File: src/rtl/crack_sched_pkg.sv
// Shared types and defaults for the ARC4 key-search scheduler.
package crack_pkg;

  typedef enum logic [1:0] {
    IDLE  = 2'd0,
    RUN   = 2'd1,
    DRAIN = 2'd2
  } sched_state_t;

  localparam int DEF_KEY_W     = 24;
  localparam int DEF_NUM_CORES = 2;

  typedef logic [DEF_KEY_W-1:0] key_t;

  // Index width for an N-entry vector; a single entry still needs one bit.
  function automatic int idx_w(input int n);
    return (n > 1) ? $clog2(n) : 1;
  endfunction

endpackage

File: src/rtl/crack_sched_prio_pick.sv
// Lowest-index set-bit picker: returns the index of the first request and a found flag.
module prio_pick
  import crack_pkg::*;
#(
  parameter  int N  = 2,
  localparam int IW = idx_w(N)
) (
  input  logic [N-1:0]  req,
  output logic [IW-1:0] idx,
  output logic          found
);

  always_comb begin
    idx   = '0;
    found = 1'b0;
    for (int i = N - 1; i >= 0; i--) begin
      if (req[i]) begin
        idx   = IW'(i);
        found = 1'b1;
      end
    end
  end

endmodule

File: src/rtl/crack_sched.sv
// Key-search scheduler: hands ascending candidate keys to NUM_CORES crack engines
// and reports the smallest hitting key once every in-flight job has drained.
//
// state | meaning
// IDLE  | rdy high, last result held, waiting for en
// RUN   | one dispatch per cycle to the lowest free core, results collected
// DRAIN | no dispatches, wait for every busy core to finish, then publish
module crack_sched
  import crack_pkg::*;
#(
  parameter  int NUM_CORES = DEF_NUM_CORES,
  parameter  int KEY_W     = DEF_KEY_W,
  localparam int CW        = idx_w(NUM_CORES)
) (
  input  logic                       clk,
  input  logic                       rst_n,
  input  logic                       en,
  output logic                       rdy,
  output logic                       key_valid,
  output logic [KEY_W-1:0]           key,
  output logic [CW-1:0]              win_ch,
  output logic [NUM_CORES-1:0]       core_en,
  output logic [NUM_CORES*KEY_W-1:0] core_key,
  input  logic [NUM_CORES-1:0]       core_rdy,
  input  logic [NUM_CORES-1:0]       core_done,
  input  logic [NUM_CORES-1:0]       core_hit
);

  sched_state_t         state;
  logic [KEY_W:0]       next_key;
  logic [NUM_CORES-1:0] busy;
  logic [KEY_W-1:0]     ckey [NUM_CORES];
  logic                 hit_seen;
  logic [KEY_W-1:0]     best_key;
  logic [CW-1:0]        best_ch;

  logic [NUM_CORES-1:0] free;
  logic [NUM_CORES-1:0] fin;
  logic [NUM_CORES-1:0] hits;
  logic [NUM_CORES-1:0] is_min;
  logic [NUM_CORES-1:0] disp_mask;
  logic [CW-1:0]        disp_idx;
  logic                 disp_ok;
  logic [CW-1:0]        hit_idx;
  logic                 hit_ok;
  logic [KEY_W-1:0]     hit_key;
  logic                 do_disp;
  logic                 last_key;
  logic                 new_best;

  assign free = core_rdy & ~busy;
  // Completions from cores we never dispatched to are ignored.
  assign fin  = core_done & busy;
  assign hits = fin & core_hit;

  prio_pick #(.N(NUM_CORES)) u_disp_pick (
    .req   (free),
    .idx   (disp_idx),
    .found (disp_ok)
  );

  // A hitting core is the minimum when no other simultaneous hit holds a smaller key.
  always_comb begin
    is_min = '0;
    for (int i = 0; i < NUM_CORES; i++) begin
      is_min[i] = hits[i];
      for (int j = 0; j < NUM_CORES; j++) begin
        if (j != i && hits[j] && (ckey[j] < ckey[i])) is_min[i] = 1'b0;
      end
    end
  end

  prio_pick #(.N(NUM_CORES)) u_hit_pick (
    .req   (is_min),
    .idx   (hit_idx),
    .found (hit_ok)
  );

  always_comb begin
    hit_key = '0;
    for (int i = 0; i < NUM_CORES; i++) begin
      if (hit_idx == CW'(i)) hit_key = ckey[i];
    end
  end

  assign new_best = hit_ok && (!hit_seen || (hit_key < best_key));
  // next_key carries an extra bit so exhaustion is visible instead of wrapping.
  assign do_disp  = (state == RUN) && disp_ok && !next_key[KEY_W];
  assign last_key = (next_key == {1'b0, {KEY_W{1'b1}}});

  always_comb begin
    disp_mask = '0;
    if (do_disp) begin
      for (int i = 0; i < NUM_CORES; i++) begin
        if (disp_idx == CW'(i)) disp_mask[i] = 1'b1;
      end
    end
  end

  for (genvar g = 0; g < NUM_CORES; g++) begin : g_key_out
    assign core_key[g*KEY_W +: KEY_W] = ckey[g];
  end

  always_ff @(posedge clk or negedge rst_n) begin
    if (!rst_n) begin
      state     <= IDLE;
      rdy       <= 1'b1;
      key_valid <= 1'b0;
      key       <= '0;
      win_ch    <= '0;
      core_en   <= '0;
      busy      <= '0;
      next_key  <= '0;
      hit_seen  <= 1'b0;
      best_key  <= '0;
      best_ch   <= '0;
      for (int i = 0; i < NUM_CORES; i++) ckey[i] <= '0;
    end else begin
      core_en <= '0;
      unique case (state)
        IDLE: begin
          if (en) begin
            state     <= RUN;
            rdy       <= 1'b0;
            key_valid <= 1'b0;
            key       <= '0;
            win_ch    <= '0;
            busy      <= '0;
            next_key  <= '0;
            hit_seen  <= 1'b0;
            best_key  <= '0;
            best_ch   <= '0;
          end
        end
        RUN, DRAIN: begin
          busy <= (busy & ~fin) | disp_mask;
          if (new_best) begin
            hit_seen <= 1'b1;
            best_key <= hit_key;
            best_ch  <= hit_idx;
          end
          if (state == RUN) begin
            core_en <= disp_mask;
            for (int i = 0; i < NUM_CORES; i++) begin
              if (disp_mask[i]) ckey[i] <= next_key[KEY_W-1:0];
            end
            if (do_disp) next_key <= next_key + (KEY_W+1)'(1);
            // A dispatch in the same cycle as the first hit still goes out.
            if (hit_ok || (do_disp && last_key)) state <= DRAIN;
          end else if (busy == '0) begin
            state     <= IDLE;
            rdy       <= 1'b1;
            key_valid <= hit_seen;
            key       <= hit_seen ? best_key : '0;
            win_ch    <= hit_seen ? best_ch : '0;
          end
        end
        default: state <= IDLE;
      endcase
    end
  end

endmodule
File: config.mk
export PLATFORM = sky130hd
export DESIGN_NAME = crack_sched
export DESIGN_NICKNAME = d
export VERILOG_FILES = /design/src/rtl/crack_sched_pkg.sv /design/src/rtl/crack_sched_prio_pick.sv /design/src/rtl/crack_sched.sv
export SDC_FILE = /design/constraint.sdc
export NUM_CORES = 1
export LEC_CHECK = 0
export ABC_AREA = 1
export ABC_CLOCK_PERIOD_IN_PS = 5500
export BUFFER_PORTS_ARGS = -buffer_cell sky130_fd_sc_hd__buf_2
export CAP_MARGIN = 30
export CELL_PAD_IN_SITES_DETAIL_PLACEMENT = 0
export CELL_PAD_IN_SITES_GLOBAL_PLACEMENT = 1
export CORE_MARGIN = 3
export CORE_UTILIZATION = 30
export DETAILED_ROUTE_END_ITERATION = 8
export GPL_TIMING_DRIVEN = 0
export PLACE_DENSITY_LB_ADDON = 0.1
export SLEW_MARGIN = 20
export SYNTH_ARGS = -nofsm -noshare
export SYNTH_HDL_FRONTEND = slang
export SYNTH_SLANG_ARGS = --single-unit
File: constraint.sdc
create_clock -name clk -period 5.5 [get_ports clk]
set_clock_uncertainty 0.2 [all_clocks]
set_input_delay 1.1 -clock clk [delete_from_list [all_inputs] [get_ports clk]]
set_output_delay 1.1 -clock clk [all_outputs]
set_load 0.05 [all_outputs]
==> qor.csv <==
metric,value,unit
status,"complete, no violations",
final hold violation count,0,
1st-iter DRT viols,270,
Hold Crit Class,flop to flop,
GPL Wtd Cong,0.789,
"commonest non-fill, non-tap cell in the layout",nand2_1,
area of all placed cells without fillers,8520,um2
Die ar.,25300,um2
CP required,5.60,ns
DRT Wirelength,21600,um
"commonest cells after routing, fill and taps aside","179 x nand2_1, 131 x dfrtp_1, 120 x inv_1",
unrepaired setup endpoints after global routing,false,
first-pass GRT wire length,35100,um
initial antenna violation count,0,
cell family with most CP delay,simple AND/OR/NAND/NOR gates,
core region area,22800,um2
Leak Pwr,4.24,nW
post-route setup TNS,0,ns
Max-slew headroom,0.398,
pwr dens,649,nW/um2
pre-CTS setup slack,0.513,ns
Max stage delay on crit path,0.57,ns
Root Driver,clkbuf_16,
clock power share,0.221,
# port buffers,85,
Vias/cell,4.56,
Crit path buffers/inverters,3,
CTS tree,built,
largest net degree at the start of global routing,84,
vias in the first global route,6150,
clock slew at reported path FFs,0.06,ns
post-route setup slack,0.693,ns
io pins,86,
Skew-Pair Late Insertion Delay,0.42,ns
non-filler instance count after layout,1292,
Yosys warnings,0,
launching point of the worst reg2reg path,core_key[14]$_DFFE_PN0P_,
R2R cell count,27,
Die Y,159,um
Initial DRT Pass Iterations,4,
Initial Util,0.308,
die extent in x,159,um
ant diodes,0,
Post-CTS Hold Fix Bufs,0,
nets,1026,
Placed Area,7900,um2
area delta synth->final,21.0,%
sequential power share,0.261,
num rows,55,
Placed Cells,1260,
H-tree Lvls,4,
CP arrival,4.91,ns
sw power,2.76,mW
final period utilization,0.874,
clock sink count,132,
r2r setup slk,0.69,ns
Yosys reg bits,132,
register area share after synthesis,0.469,
Max clock buf depth,2,
Synth cell types,34,
final antenna-violating net count,0,
Fin Hold WS,0.266,ns
Post-Syn Instances,861,
stages on the worst setup path,27,
Tot GR Track Use,0.177,
CTS Buf Count,17,
worst slew pin tran,0.896,ns
crit end category,flop,
crit start category,flop,
DR vias,5894,
endpoints failing setup,0,
residual DRC count,0,
Max IR drop VDD,0.000309,V
mapped cell area,7040,um2
Synthesized Nets,921,
post-cts resize count,0,
max_cap viols,0,
reg-to-reg endpoint,best_ch$_DFFE_PN0P_,
fraction of power spent switching nets,0.499,
"Slew Viols, Final",0,
WL/cell,16.7,um
crit path time final,4.81,ns
grt total ovfl,0,
critical path type,flop to flop,
CP most frequent cell,nand2_1,
Critical Path Source,core_key[14]$_DFFE_PN0P_,
post-CTS setup buffers,0,
mean area per synthesized cell,8.18,um2
dpl hpwl,16500,um
Critical Path End,best_ch$_DFFE_PN0P_,
crit-path max FO,10,
internal power,2.77,mW
critical path's slowest cell,clkbuf_1,
layout cells sized above 1,0.151,
combinational share of power,0.518,
Max Clock Freq,0.208,GHz
==> cell families after synthesis <==
group,Yosys count,share of synthesized area
DFF,132,0.469
adders and majority gates,51,0.0906
buffers and inverters,154,0.0860
and+or+nand+nor,327,0.195
muxes,9,0.0144
AOI/OAI and AO/OA,188,0.144
==> worst register-to-register path: stages (launching register included) <==
cell and delay, ns:
dfrtp_1 0.44, ha_1 0.30, nand2_1 0.06, nor2_1 0.19, nand2_1 0.09, nor2_1 0.21, nand3_1 0.09, nand2_1 0.10
nand2_2 0.06, nand2_2 0.07, buf_2 0.21, clkbuf_1 0.57, nand2_1 0.09, o21ai_0 0.19, ha_1 0.32, a21oi_1 0.16
nor2_1 0.06, a211oi_1 0.21, o221ai_1 0.17, a21oi_1 0.20, nand2_1 0.07, nand2_1 0.07, nand2_2 0.06, nand2_4 0.12
nand2_4 0.11, buf_6 0.17, nand2_1 0.06, nand2_1 0.05
==> routing by layer <==
metal / track usage / wire, um / up-vias
met5: 0 / 0 / -
met4: 0.0446 / 260 / 0
met3: 0.0286 / 487 / 17
met2: 0.296 / 10200 / 72
met1: 0.240 / 10700 / 2773
li1: - / - / 3032
==> worst min path at each step <==
stage                              from                  endpoint  slack [ns]  cells after the start
2_1_floorplan       best_ch$_DFFE_PN0P_       best_ch$_DFFE_PN0P_        0.24                      2
3_3_place_gp   best_key[19]$_DFFE_PN0P_  best_key[19]$_DFFE_PN0P_        0.25                      2
3_5_place_dp   best_key[10]$_DFFE_PN0P_  best_key[10]$_DFFE_PN0P_        0.26                      2
4_1_cts        best_key[10]$_DFFE_PN0P_  best_key[10]$_DFFE_PN0P_        0.27                      2
5_1_grt        best_key[10]$_DFFE_PN0P_  best_key[10]$_DFFE_PN0P_        0.29                      2
6_report        best_key[1]$_DFFE_PN0P_   best_key[1]$_DFFE_PN0P_        0.27                      2
==> power groups by stage <==
| stage | Sequential [mW] | Combinational (mW) | Clock (mW) |
|---|---|---|---|
| floorplan | 2.06 | 1.44 | 0 |
| global route | 1.48 | 3.24 | 1.29 |
| CTS | 1.45 | 2.93 | 1.26 |
| global placement | 1.46 | 2.91 | 0 |
| detailed placement | 1.46 | 2.92 | 0 |
| finish | 1.44 | 2.87 | 1.22 |
==> flip-flops by register name (all words and copies together) (netlist names) <==
| register | cells |
|---|---|
| core_key | 48 |
| next_key | 25 |
| best_key | 24 |
| key | 24 |
| busy | 2 |
| core_en | 2 |
| state | 2 |
| best_ch | 1 |
| hit_seen | 1 |
| key_valid | 1 |
| rdy | 1 |
| win_ch | 1 |
==> final cells by class <==
| cell class | count | area, um2 |
|---|---|---|
| repair buffers | 86 | 463 |
| multi-input cells | 575 | 3130 |
| flip-flops and latches | 132 | 3300 |
| fillers | 2507 | 14300 |
| plain buffers | 32 | 148 |
| well taps | 313 | 392 |
| inverters | 122 | 458 |
| clock buffers | 19 | 443 |
| clock inverters | 13 | 181 |
==> cells in the mapped netlist <==
library cell,count,area (um2)
nand2_1,179,672
dfrtp_1,131,3280
inv_1,120,450
o21ai_0,113,566
nor2_1,67,251
a21oi_1,52,260
ha_1,51,638
nand3_1,40,200
clkbuf_1,26,97.6
nor3_1,19,95.1
a211oi_1,9,67.6
mux2_2,9,101
nand4_1,6,37.5
nand2_2,4,25.0
nor2_2,4,25.0
buf_4,3,22.5
o21a_1,3,22.5
a21o_1,2,15.0
a22o_1,2,17.5
buf_6,2,22.5
inv_2,2,7.51
nand2_4,2,22.5
nor4_1,2,12.5
o21ai_1,2,10.0
o221ai_1,2,17.5
a21oi_4,1,16.3
a221o_1,1,10.0
a311oi_2,1,15.0
and3_1,1,6.26
buf_2,1,5.00
dfstp_2,1,26.3
nor3b_1,1,7.51
nor4_2,1,12.5
or3_1,1,6.26
==> metrics by stage <==
step,power (mW),utilization
detailed placement,4.38,0.346
CTS,5.63,0.373
floorplan,3.50,-
global route,6.01,0.373
finish,5.53,0.373
global placement,4.37,0.344
Power figures use the tool's default switching activity.
